===== src/rtl/uart_hamming_pkg.sv =====
// ---------------------------------------------------------------------------
// uart_hamming_pkg
//
// Shared definitions for the Hamming(12,8) UART transmitter and receiver.
//   - tx_state_e : transmit FSM encoding (IDLE=0, START=1, DATA=2, STOP=3)
//   - CODE_W / DATA_W : codeword and payload widths
//   - PAR_POS_* : bit positions of the four parity bits inside c[11:0]
//   - CYCLES_PER_BIT_DEFAULT : default bit period in clk cycles
// ---------------------------------------------------------------------------
package uart_hamming_pkg;

  localparam int CODE_W = 12;
  localparam int DATA_W = 8;

  // Parity bits sit at the power-of-two positions of the 1-based Hamming
  // numbering, i.e. 1,2,4,8 -> zero-based 0,1,3,7.
  localparam int PAR_POS_0 = 0;
  localparam int PAR_POS_1 = 1;
  localparam int PAR_POS_2 = 3;
  localparam int PAR_POS_3 = 7;

  localparam int CYCLES_PER_BIT_DEFAULT = 868;

  typedef enum logic [1:0] {
    IDLE  = 2'd0,
    START = 2'd1,
    DATA  = 2'd2,
    STOP  = 2'd3
  } tx_state_e;

endpackage : uart_hamming_pkg


===== src/rtl/hamming_enc_12_8.sv =====
// ---------------------------------------------------------------------------
// hamming_enc_12_8
//
// Purely combinational Hamming(12,8) encoder.
// Ports:
//   i_d [7:0]   data byte
//   o_c [11:0]  codeword; data at c[11:8]=d[7:4], c[6:4]=d[3:1], c[2]=d[0],
//               parity at c[0], c[1], c[3], c[7]
// ---------------------------------------------------------------------------
module hamming_enc_12_8
  import uart_hamming_pkg::*;
(
  input  logic [DATA_W-1:0] i_d,
  output logic [CODE_W-1:0] o_c
);

  // Systematic bits placed in the codeword, parity slots still zero.
  logic [CODE_W-1:0] w_sys;

  assign w_sys = {i_d[7:4], 1'b0, i_d[3:1], 1'b0, i_d[0], 2'b00};

  // Each parity bit covers the positions whose 1-based index has the
  // corresponding power-of-two bit set.
  always_comb begin
    o_c            = w_sys;
    o_c[PAR_POS_0] = w_sys[2] ^ w_sys[4] ^ w_sys[6] ^ w_sys[8] ^ w_sys[10];
    o_c[PAR_POS_1] = w_sys[2] ^ w_sys[5] ^ w_sys[6] ^ w_sys[9] ^ w_sys[10];
    o_c[PAR_POS_2] = w_sys[4] ^ w_sys[5] ^ w_sys[6] ^ w_sys[11];
    o_c[PAR_POS_3] = w_sys[8] ^ w_sys[9] ^ w_sys[10] ^ w_sys[11];
  end

endmodule : hamming_enc_12_8


===== src/rtl/hamming_uart_tx.sv =====
// ---------------------------------------------------------------------------
// hamming_uart_tx
//
// UART transmitter sending one Hamming(12,8) codeword per frame:
// start bit (0), 12 codeword bits MSB first, stop bit (1); every bit lasts
// CYCLES_PER_BIT clk cycles, so a frame keeps t_busy high 14*CYCLES_PER_BIT
// cycles.
//
// Parameters:
//   CYCLES_PER_BIT  clk cycles per serial bit (2..1023)
// Ports:
//   clk          rising-edge clock
//   reset        synchronous active-low reset
//   parallel_in  byte to send, sampled only when a request is accepted
//   t_enable     send request, accepted only while idle
//   err_pos      (TX_ERR_INJECT_EN only) 1..12 inverts c[err_pos-1]
//   serial_out   registered UART line, idle high
//   t_busy       high while a frame is in progress
//
// Build option: define TX_ERR_INJECT_EN to add the err_pos port and the
// single-bit error injection used for receiver correction testing.
// ---------------------------------------------------------------------------
module hamming_uart_tx
  import uart_hamming_pkg::*;
#(
  parameter int CYCLES_PER_BIT = CYCLES_PER_BIT_DEFAULT
) (
  input  logic              clk,
  input  logic              reset,
  input  logic [DATA_W-1:0] parallel_in,
  input  logic              t_enable,
`ifdef TX_ERR_INJECT_EN
  input  logic [3:0]        err_pos,
`endif
  output logic              serial_out,
  output logic              t_busy
);

  localparam logic [9:0] CNT_LAST = 10'(CYCLES_PER_BIT - 1);
  localparam logic [3:0] BIT_LAST = 4'(CODE_W - 1);

  tx_state_e         r_state;
  logic [9:0]        r_cyc_cnt;
  logic [3:0]        r_bit_cnt;
  logic [CODE_W-1:0] r_code;
  logic              r_serial_out;
  logic              r_busy;

  logic [CODE_W-1:0] w_enc_code;
  logic [CODE_W-1:0] w_flip_mask;
  logic [CODE_W-1:0] w_tx_code;
  logic [3:0]        w_next_idx;
  logic              w_bit_done;

  hamming_enc_12_8 u_enc (
    .i_d (parallel_in),
    .o_c (w_enc_code)
  );

`ifdef TX_ERR_INJECT_EN
  // Positions 0 and 13..15 are "no error"; the shift is only meaningful
  // for 1..12.
  // NOTE: every always_comb output gets a default first so no path leaves
  // it unassigned, which would otherwise infer a latch.
  always_comb begin
    w_flip_mask = '0;
    if (err_pos >= 4'd1 && err_pos <= 4'd12) begin
      w_flip_mask = CODE_W'(1) << (err_pos - 4'd1);
    end
  end
`else
  assign w_flip_mask = '0;
`endif

  assign w_tx_code  = w_enc_code ^ w_flip_mask;
  assign w_bit_done = (r_cyc_cnt == CNT_LAST);

  // Index of the codeword bit that follows the current one (MSB first).
  // Unused when the last data bit is on the line.
  assign w_next_idx = 4'(CODE_W - 2) - r_bit_cnt;

  // NOTE: all sequential state uses non-blocking assignments so every
  // register samples the pre-edge value of every other register.
  always_ff @(posedge clk) begin
    if (!reset) begin
      // NOTE: the codeword register is an ordinary flop bank (not a memory),
      // so clearing it on reset is cheap and keeps post-reset state defined.
      r_state      <= IDLE;
      r_cyc_cnt    <= '0;
      r_bit_cnt    <= '0;
      r_code       <= '0;
      r_serial_out <= 1'b1;
      r_busy       <= 1'b0;
    end else begin
      case (r_state)
        IDLE: begin
          r_cyc_cnt    <= '0;
          r_bit_cnt    <= '0;
          r_serial_out <= 1'b1;
          r_busy       <= 1'b0;
          if (t_enable) begin
            r_code       <= w_tx_code;
            r_state      <= START;
            r_serial_out <= 1'b0;
            r_busy       <= 1'b1;
          end
        end

        START: begin
          if (w_bit_done) begin
            r_cyc_cnt    <= '0;
            r_bit_cnt    <= '0;
            r_state      <= DATA;
            r_serial_out <= r_code[CODE_W-1];
          end else begin
            r_cyc_cnt <= r_cyc_cnt + 10'd1;
          end
        end

        DATA: begin
          if (w_bit_done) begin
            r_cyc_cnt <= '0;
            if (r_bit_cnt == BIT_LAST) begin
              r_bit_cnt    <= '0;
              r_state      <= STOP;
              r_serial_out <= 1'b1;
            end else begin
              r_bit_cnt    <= r_bit_cnt + 4'd1;
              r_serial_out <= r_code[w_next_idx];
            end
          end else begin
            r_cyc_cnt <= r_cyc_cnt + 10'd1;
          end
        end

        STOP: begin
          if (w_bit_done) begin
            r_cyc_cnt <= '0;
            r_state   <= IDLE;
            r_busy    <= 1'b0;
          end else begin
            r_cyc_cnt <= r_cyc_cnt + 10'd1;
          end
        end

        default: begin
          r_state      <= IDLE;
          r_cyc_cnt    <= '0;
          r_bit_cnt    <= '0;
          r_serial_out <= 1'b1;
          r_busy       <= 1'b0;
        end
      endcase
    end
  end

  assign serial_out = r_serial_out;
  assign t_busy     = r_busy;

endmodule : hamming_uart_tx


===== config.mk =====
export PLATFORM = sky130hd
export DESIGN_NAME = hamming_uart_tx
export DESIGN_NICKNAME = d
export VERILOG_FILES = /design/src/rtl/uart_hamming_pkg.sv /design/src/rtl/hamming_enc_12_8.sv /design/src/rtl/hamming_uart_tx.sv
export SDC_FILE = /design/constraint.sdc
export NUM_CORES = 1
export LEC_CHECK = 0
export ABC_AREA = 1
export CAP_MARGIN = 20
export CORE_AREA = 2 2 70 72
export CTS_BUF_LIST = sky130_fd_sc_hd__clkbuf_16
export CTS_CLUSTER_DIAMETER = 200
export DETAILED_ROUTE_END_ITERATION = 8
export DIE_AREA = 0 0 72 74
export GPL_ROUTABILITY_DRIVEN = 0
export REMOVE_ABC_BUFFERS = 1
export SLEW_MARGIN = 10
export SYNTH_ARGS = -nofsm -noshare
export SYNTH_HDL_FRONTEND = slang
export SYNTH_HIERARCHICAL = 1
export SYNTH_SLANG_ARGS = --single-unit

===== constraint.sdc =====
create_clock -name clk -period 3.2 [get_ports clk]
set_input_delay 0.64 -clock clk [delete_from_list [all_inputs] [get_ports clk]]
set_output_delay 0.64 -clock clk [all_outputs]
set_load 0.005 [all_outputs]

==> summary.md, run 1 <==
| Metric | Value |
|---|---|
| CTS tree | `yes` |
| Port buffer count | `12` |
| Peak VDD IR | `0.260 mV` |
| Crit start category | `input port` |
| CTS Sinks | `30` |
| H-tree Lvls | `2` |
| Die H | `74 µm` |
| First-pass DRT Iterations | `4` |
| Worst-skew pair later-pin latency | `about 0.27 ns` |
| Placeable Area | `4600 µm²` |
| # setup viols final | `0` |
| Reg power frac | `35.5%` |
| CP required | `3.40 ns` |
| Crit. End Element | `flop` |
| Initial antenna violation count | `0` |
| Max FO, Critical Path | `16` |
| DRC viols | `0` |
| Critical Path AT | `roughly 2.0 ns` |
| Relative slew slack | `63.6%` |
| First-pass GRT wire length | `around 5700 µm` |
| Net Switching | `0.497 mW` |
| Vias in the first global route | `approximately 1300` |
| P_leak | `roughly 0.86 nW` |
| Post-synth cell types | `29` |
| RSZ-0062 raised after global routing | `no` |
| Initial core utilization | `between 30% and 40%` |
| Most used flip-flop cell after synthesis | `dfxtp_1` |
| Clock Skews | `0.00387 ns` |
| Num CTS Buffers | `5` |
| Largest net degree at the start of global routing | `22` |
| Mapped Avg Cell Area | `around 7 µm²` |
| Share of layout cells above drive strength 1 | `5.41%` |
| Fin. max-slew vios | `0` |
| PwrDens | `714 nW/µm²` |
| Area delta synth->final | `14.1%` |
| Fill cells | `490` |
| Clock network power share | `between 30% and 40%` |
| Initial DRC Count | `63` |
| HP Start | `r_cyc_cnt[0]$_SDFF_PP0_` |
| Worst-path clk slew | `0.05 ns` |
| Final hold viol count | `0` |
| Cell Area, Synth | `1750 µm²` |
| Top achievable clock speed | `556 MHz` |
| DP Wirelength | `around 2400 µm` |
| Tightest Hold Check Type | `reg -> reg` |
| Post-route ant nets | `0` |
| Sw Ratio | `34.8%` |
| # Max-Cap Violations | `0` |
| Routed WL | `3140 µm` |
| Wire per inst | `10.0 µm` |
| Vias | `around 1500` |
| Status | `complete, no violations` |
| Via density | `roughly 4.7` |
| Ys Warns | `6` |
| Final cycle utilization of the critical path | `56.2%` |
| Int Power | `slightly above 0.9 mW` |
| Die W | `around 72 µm` |
| GRT overflow | `0` |
| WS Path Type | `in -> reg` |
| Row cnt | `25` |
| Setup Fix Bufs, Post-CTS | `0` |
| Commonest cells after routing, fill and taps aside | `52 x nand2_1, 35 x inv_1, 31 x nor2_1` |
| Worst-Margin Slew | `0.545 ns` |
| Sequential share of the synthesized area | `approximately a third` |
| IO Count | `13` |
| Die ar. | `5330 µm²` |
| Clock root cell | `clkbuf_16` |
| Final net count | `275` |
| Commonest non-fill, non-tap cell in the layout | `nand2_1` |
| Final setup TNS | `0 ns` |
| Worst reg2reg startpoint | `r_bit_cnt[0]$_SDFFE_PN0P_` |
| Post-layout util | `43.5%` |
| Max Buffers Root-to-Sink | `2` |
| Post-synth EDFFs | `0` |
| Post-synth ARST share | `0%` |
| Ant diodes | `0` |
| Cts repair resizes | `0` |
| Comb power frac | `34.2%` |
| GRT Total Usage | `13.9%` |
| Synth Register Bits | `30` |
| Hold buffer count at cts | `0` |
| Minimum clock period | `around 1.8 ns` |
| Post-Synthesis Cells | `251` |
| Worst Setup SP | `reset` |
kinds of logic after synthesis:
family          after synthesis  share of synthesized area, %
flops                        30                          34.3
compound gates               38                          11.3
simple gates                115                          30.8
xor+xnor                     15                          7.49
buf+inv                      47                          11.8
fa+ha+maj                     6                          4.28
cells in the mapped netlist (3+ instances only):
library cell	number	area, µm²
a21oi_1	16	80.1
buf_4	8	60.1
clkbuf_1	3	11.3
dfxtp_1	30	601
ha_1	6	75.1
inv_1	35	131
nand2_1	52	195
nand3_1	16	80.1
nand4_1	3	18.8
nor2_1	31	116
nor3_1	3	15.0
o21ai_0	18	90.1
xnor2_1	7	61.3
xor2_1	8	70.1
worst paths after layout:
path | endpoint | slack (ns) | cells past startpoint
max | r_cyc_cnt[8]$_SDFF_PP0_ | 1.40 | 4
min | r_cyc_cnt[0]$_SDFF_PP0_ | 0.45 | 1
max reg2reg | serial_out$_SDFFE_PN1P_ | 1.47 | 11
min reg2reg | r_cyc_cnt[0]$_SDFF_PP0_ | 0.45 | 1
final cells by class:
type	count	area, µm²	area share, %
multi-input combinational	174	945	47.2
sequential	30	601	30.0
inverter	35	131	6.57
clock buffer	5	125	6.25
timing repair buffer	12	120	6.00
tap	54	67.6	3.38
clock inverter	3	11.3	0.563
power groups by stage:
stage | Combinational [mW] | Sequential [mW] | Clock, mW
after floorplan | 0.374 | 0.505 | 0
after global placement | 0.493 | 0.513 | 0
after detailed placement | 0.493 | 0.515 | 0
after CTS | 0.496 | 0.508 | 0.443
after global routing | 0.574 | 0.518 | 0.461
final | 0.489 | 0.507 | 0.432
metal layers:
layer  share of wire [%]  vias up  wire (µm)  track usage [%]
met5                   0        -          0                0
met4                 1.9        0         59             7.13
met3                 3.4        7        106             4.07
met2                  42       21       1320             21.9
met1                  53      638       1650             17.5
li1                    -      798          -                -
metrics by stage:
stage | instance area [µm²] | cells | hold slack [ns] | setup slack, ns | power [mW]
2_1_floorplan | 1680 | 239 | 0.418 | 1.71 | 0.879
3_3_place_gp | 1860 | 305 | 0.442 | 1.14 | 1.01
3_5_place_dp | 1860 | 305 | 0.445 | 1.12 | 1.01
4_1_cts | 2000 | 313 | 0.454 | 1.39 | 1.45
5_1_grt | 2000 | 313 | 0.477 | 1.22 | 1.55
6_report | 2000 | 313 | 0.450 | 1.40 | 1.43
worst max-delay path, stage by stage:
cell and delay (ns):
clkdlybuf4s50_1 0.75, nand3_2 0.27, o21bai_1 0.23, a21oi_1 0.10
sequential cells by signal (all words and copies together), names as in the netlist:
register and cells:
serial_out 1, t_busy 1, r_cyc_cnt 10, r_state 2, r_bit_cnt 4, r_code 12
Note: power is estimated with default switching activity, not from simulation.
==> run 2: changes to the inputs <==
Clock period 3.2 ns to 1.7 ns, I/O delays scaled along.
==> summary.md, run 2 (synthesis results as in run 1) <==
| Metric | Value |
|---|---|
| Status | `complete, no violations` |
| Tightest Hold Check Type | `reg -> reg` |
| Hold path depth | `2` |
| # Max-Cap Violations | `0` |
| Final setup TNS | `0 ns` |
| Inst Count DP | `311` |
| Hold Slack | `0.453 ns` |
| Critical Path AT | `1.72 ns` |
| First-pass GRT wire length | `6020 µm` |
| Placeable Area | `about 4600 µm²` |
| Final hold viol count | `0` |
| R2R Setup Slk | `0.15 ns` |
| GRT overflow | `0` |
| Final net count | `between 200 and 300` |
| HP Start | `r_code[10]$_SDFFE_PN0P_` |
| Biggest register | `r_code` |
| Detail Route met2 WL | `1420 µm` |
| DRT met1 WL | `1720 µm` |
| Reg2reg path depth | `8` |
| Area delta synth->final | `17.0%` |
| Routed WL | `3320 µm` |
| Share of layout cells above drive strength 1 | `8.30%` |
| Num CTS Buffers | `5` |
| Row cnt | `25` |
| Commonest non-fill, non-tap cell in the layout | `nand2_1` |
| WHS Endpoint | `r_code[10]$_SDFFE_PN0P_` |
| Peak VDD IR | `0.576 mV` |
| Top Metal Used | `met4` |
| RSZ-0062 raised after global routing | `yes` |
| Initial core utilization | `38.1%` |
| Minimum clock period | `1.55 ns` |
| P_leak | `0.885 nW` |
| H-tree Lvls | `2` |
| Die H | `74 µm` |
| Setup Fix Bufs, Post-CTS | `0` |
| CTS Sinks | `30` |
| Relative slew slack | `85.1%` |
| PwrDens | `1350 nW/µm²` |
| Final cycle utilization of the critical path | `91.2%` |
| Crit start category | `flop` |
| Via density | `4.65` |
| CP required | `1.87 ns` |
| WS Path Type | `reg -> reg` |
| R2r endpoint | `serial_out$_SDFFE_PN1P_` |
| Initial antenna violation count | `0` |
| Worst-skew pair later-pin latency | `roughly 0.27 ns` |
| Biggest regs | `r_code x12, r_cyc_cnt x10, r_bit_cnt x4` |
| Clock Skews | `0.00421 ns` |
| CTS tree | `yes` |
| Vias in the first global route | `1375` |
| Initial DRC Count | `63` |
| Port buffer count | `12` |
| Ant diodes | `0` |
| Die W | `72 µm` |
| Worst reg2reg startpoint | `r_cyc_cnt[0]$_SDFF_PP0_` |
| Worst-Margin Slew | `0.221 ns` |
| Die ar. | `5330 µm²` |
| Top achievable clock speed | `645 MHz` |
| GRT Total Usage | `14.5%` |
| Final Non-Filler Cells | `319` |
| Clock root cell | `clkbuf_16` |
| Post-route ant nets | `0` |
| # setup viols final | `0` |
| Max reg flops | `12` |
| Routed wl met3 | `106 µm` |
| Largest net degree at the start of global routing | `18` |
| DP Wirelength | `approximately 2500 µm` |
| Max FO, Critical Path | `7` |
| IO Count | `13` |
| Fill cells | `471` |
| Commonest cells after routing, fill and taps aside | `52 x nand2_1, 35 x inv_1, 31 x nor2_1` |
| Worst-path clk slew | `around 0.05 ns` |
| Wire per inst | `10.4 µm` |
| Post-layout util | `approximately 45%` |
| First-pass DRT Iterations | `4` |
| Fin. max-slew vios | `0` |
| Hold buffer count at cts | `0` |
| Vias | `1483` |
| Max Buffers Root-to-Sink | `2` |
| DRC viols | `0` |
| Crit. End Element | `flop` |
## run 2: cell types whose count changed in the layout (fill, tap and decap cells not counted)
cell	previous run	this run
buf_4	0	6
clkinv_1	3	1
clkinv_2	0	1
clkinvlp_4	0	1
o21ai_0	18	16
o21ai_1	1	3
## run 2: cell type report
| cell class | instances | area [µm²] | area share, % |
|---|---|---|---|
| well taps | 54 | 67.6 | 3.29 |
| clock buffers | 5 | 125 | 6.10 |
| repair buffers | 18 | 165 | 8.05 |
| inverters | 35 | 131 | 6.41 |
| multi-input cells | 174 | 945 | 46.1 |
| flip-flops and latches | 30 | 601 | 29.3 |
| clock inverters | 3 | 16.3 | 0.793 |
## run 2: worst max path at each step
| stage | from | to | slack, ns |
|---|---|---|---|
| 2_1_floorplan | r_bit_cnt[0]$_SDFFE_PN0P_ | serial_out$_SDFFE_PN1P_ | 0.21 |
| 3_3_place_gp | parallel_in[0] | r_code[1]$_SDFFE_PN0P_ | 0.1 |
| 3_5_place_dp | parallel_in[0] | r_code[1]$_SDFFE_PN0P_ | 0.08 |
| 4_1_cts | r_cyc_cnt[0]$_SDFF_PP0_ | r_state[1]$_SDFFE_PN0P_ | 0.13 |
| 5_1_grt | r_cyc_cnt[0]$_SDFF_PP0_ | r_state[1]$_SDFFE_PN0P_ | -0.01 |
| 6_report | r_cyc_cnt[0]$_SDFF_PP0_ | serial_out$_SDFFE_PN1P_ | 0.15 |
## run 2: repair_timing
action,4_1_cts,5_1_grt
resized for setup,0,2
endpoints found under the hold margin,0,0
endpoints found under the setup margin,0,4
## run 2: per-layer routing
| metal | up-vias | global-route usage, % |
|---|---|---|
| met2 | 25 | 22.3 |
| li1 | 815 | - |
| met3 | 6 | 3.39 |
| met4 | 0 | 7.97 |
| met1 | 637 | 18.9 |
| met5 | - | 0 |
## run 2: through the flow
stage | setup slack [ns] | cell area [µm²] | power (mW)
final | 0.149 | 2050 | 2.78
after global routing | -0.0103 | 2050 | 3.01
after CTS | 0.126 | 2050 | 2.80
after detailed placement | 0.0820 | 1910 | 1.95
after global placement | 0.0990 | 1910 | 1.94
after floorplan | 0.214 | 1680 | 1.65
## run 2: power breakdown
part           switching [mW]  leakage (nW)  internal (mW)  total [mW]
sequential             0.0805         0.246          0.857       0.937
clock                   0.309        0.0672          0.533       0.842
combinational           0.587         0.572          0.409       0.996
## run 2: critical path, cell delays in order, from the launching register on
cell,delay [ns]
dfxtp_1,0.35
ha_1,0.20
nand2_1,0.10
nor2_2,0.13
nand4_4,0.17
nand2_2,0.16
nand3_4,0.12
a21oi_1,0.14
nand2_1,0.06
==> run 3: changes to the inputs <==
Settings changed: CAP_MARGIN 20 to 40, SETUP_SLACK_MARGIN from default to 0.02.
==> summary.md, run 3 (synthesis results as in run 1) <==
| Metric | Value |
|---|---|
| DRC viols | `0` |
| Final net count | `about 280` |
| First-pass GRT wire length | `6020 µm` |
| R2r endpoint | `serial_out$_SDFFE_PN1P_` |
| PwrDens | `1360 nW/µm²` |
| Placeable Area | `4600 µm²` |
| Clock Skews | `around 0.0035 ns` |
| Max FO, Critical Path | `7` |
| Worst reg2reg startpoint | `r_cyc_cnt[0]$_SDFF_PP0_` |
| # Max-Cap Violations | `0` |
| Num CTS Buffers | `5` |
| R2R Setup Slk | `0.16 ns` |
| Crit start category | `flop` |
| WHS Endpoint | `r_code[10]$_SDFFE_PN0P_` |
| Commonest non-fill, non-tap cell in the layout | `nand2_1` |
| Wire per inst | `10.4 µm` |
| Top achievable clock speed | `648 MHz` |
| Worst-path clk slew | `0.05 ns` |
| Vias in the first global route | `approximately 1400` |
| P_leak | `between 0.8 and 0.9 nW` |
| CP required | `1.87 ns` |
| Initial DRC Count | `64` |
| Worst-skew pair later-pin latency | `0.27 ns` |
| Initial antenna violation count | `0` |
| CTS Sinks | `30` |
| Die W | `72 µm` |
| Final cycle utilization of the critical path | `roughly nine tenths` |
| Status | `complete, no violations` |
| Die H | `74 µm` |
| Vias | `1502` |
| Fin. max-slew vios | `0` |
| GRT overflow | `0` |
| Hold buffer count at cts | `0` |
| Commonest cells after routing, fill and taps aside | `52 x nand2_1, 35 x inv_1, 31 x nor2_1` |
| Fill cells | `465` |
| Ant diodes | `0` |
| Hold path depth | `2` |
| IO Count | `13` |
| Port buffer count | `12` |
| Largest net degree at the start of global routing | `18` |
| WS Path Type | `reg -> reg` |
| HP Start | `r_code[10]$_SDFFE_PN0P_` |
| Final hold viol count | `0` |
| Hold Slack | `0.453 ns` |
| Biggest register | `r_code` |
| Cell Area, Placed | `1910 µm²` |
| Die ar. | `around 5300 µm²` |
| Final setup TNS | `0 ns` |
| # setup viols final | `0` |
| Minimum clock period | `1.54 ns` |
| Clock root cell | `clkbuf_16` |
| Initial core utilization | `38.1%` |
| Critical Path AT | `1.71 ns` |
| Design area | `2080 µm²` |
| Reg2reg path depth | `8` |
| First-pass DRT Iterations | `4` |
| Crit. End Element | `flop` |
| Biggest regs | `r_code x12, r_cyc_cnt x10, r_bit_cnt x4` |
| Post-route ant nets | `0` |
| Peak VDD IR | `between 0.5 and 0.6 mV` |
| H-tree Lvls | `2` |
| Tightest Hold Check Type | `reg -> reg` |
| RSZ-0062 raised after global routing | `no` |
| Share of layout cells above drive strength 1 | `~9.7%` |
| Worst-Margin Slew | `between 0.2 and 0.3 ns` |
| CTS tree | `yes` |
| GRT Total Usage | `between 10% and 20%` |
| Row cnt | `25` |
| Via density | `4.68` |
| Routed WL | `3340 µm` |
| Max Buffers Root-to-Sink | `2` |
| Area delta synth->final | `18.6%` |
| DP Wirelength | `~2500 µm` |
| Relative slew slack | `82.2%` |
| Max reg flops | `12` |
## run 3: changes by cell type in the layout (fill, tap and decap cells not counted), sizes merged
cell | previous run | this run
buf | 6 | 8
## run 3: final cells by class
cell class                 instances  area (µm²)  area share [%]
inverter                          35         131            6.32
tap                               54        67.6            3.25
sequential                        30         601            28.9
multi-input combinational        174         958            46.1
clock inverter                     3        16.3           0.782
clock buffer                       5         125            6.02
timing repair buffer              20         180            8.66
## run 3: worst max path at each step
stage,startpoint,endpoint,slack [ns],cells past startpoint
floorplan,r_bit_cnt[0]$_SDFFE_PN0P_,serial_out$_SDFFE_PN1P_,0.21,11
global placement,parallel_in[0],r_code[1]$_SDFFE_PN0P_,0.1,10
detailed placement,parallel_in[0],r_code[1]$_SDFFE_PN0P_,0.08,10
CTS,r_cyc_cnt[0]$_SDFF_PP0_,r_state[1]$_SDFFE_PN0P_,0.13,8
global route,r_cyc_cnt[0]$_SDFF_PP0_,r_bit_cnt[2]$_SDFFE_PN0P_,0.02,9
finish,r_cyc_cnt[0]$_SDFF_PP0_,serial_out$_SDFFE_PN1P_,0.16,8
## run 3: worst max-delay path, cell delays in order (launching register included)
cell	delay (ns)
dfxtp_1	0.35
ha_1	0.20
nand2_1	0.10
nor2_2	0.14
nand4_4	0.16
nand2_4	0.15
nand3_4	0.12
a21oi_1	0.14
nand2_1	0.06
## run 3: report_power, final
part	total [mW]	internal, mW	leakage, nW	switching, mW
Clock	0.840	0.533	0.0672	0.307
Combinational	1.04	0.437	0.586	0.606
Sequential	0.937	0.857	0.246	0.0803
Total	2.82	1.83	0.899	0.994
## run 3: timing repair
action | 4_1_cts | 5_1_grt
buffers inserted | 0 | 2
resized for setup | 0 | 6
setup endpoints to repair | 0 | 4
## run 3: layer usage
| layer | wire length, µm | up-vias | track usage (%) |
|---|---|---|---|
| li1 | - | 820 | - |
| met1 | 1680 | 647 | 18.9 |
| met2 | 1430 | 29 | 22.3 |
| met3 | 152 | 6 | 3.39 |
| met4 | 78 | 0 | 7.97 |
| met5 | 0 | - | 0 |
## run 3: through the flow
stage | total power, mW | setup slack [ns] | std cells | utilization (%)
6_report | 2.82 | 0.157 | 321 | 45.2
5_1_grt | 3.06 | 0.0240 | 321 | 45.2
4_1_cts | 2.80 | 0.126 | 319 | 44.6
3_5_place_dp | 1.95 | 0.0820 | 311 | 41.5
3_3_place_gp | 1.94 | 0.0990 | 311 | 41.5
2_1_floorplan | 1.65 | 0.214 | 239 | -
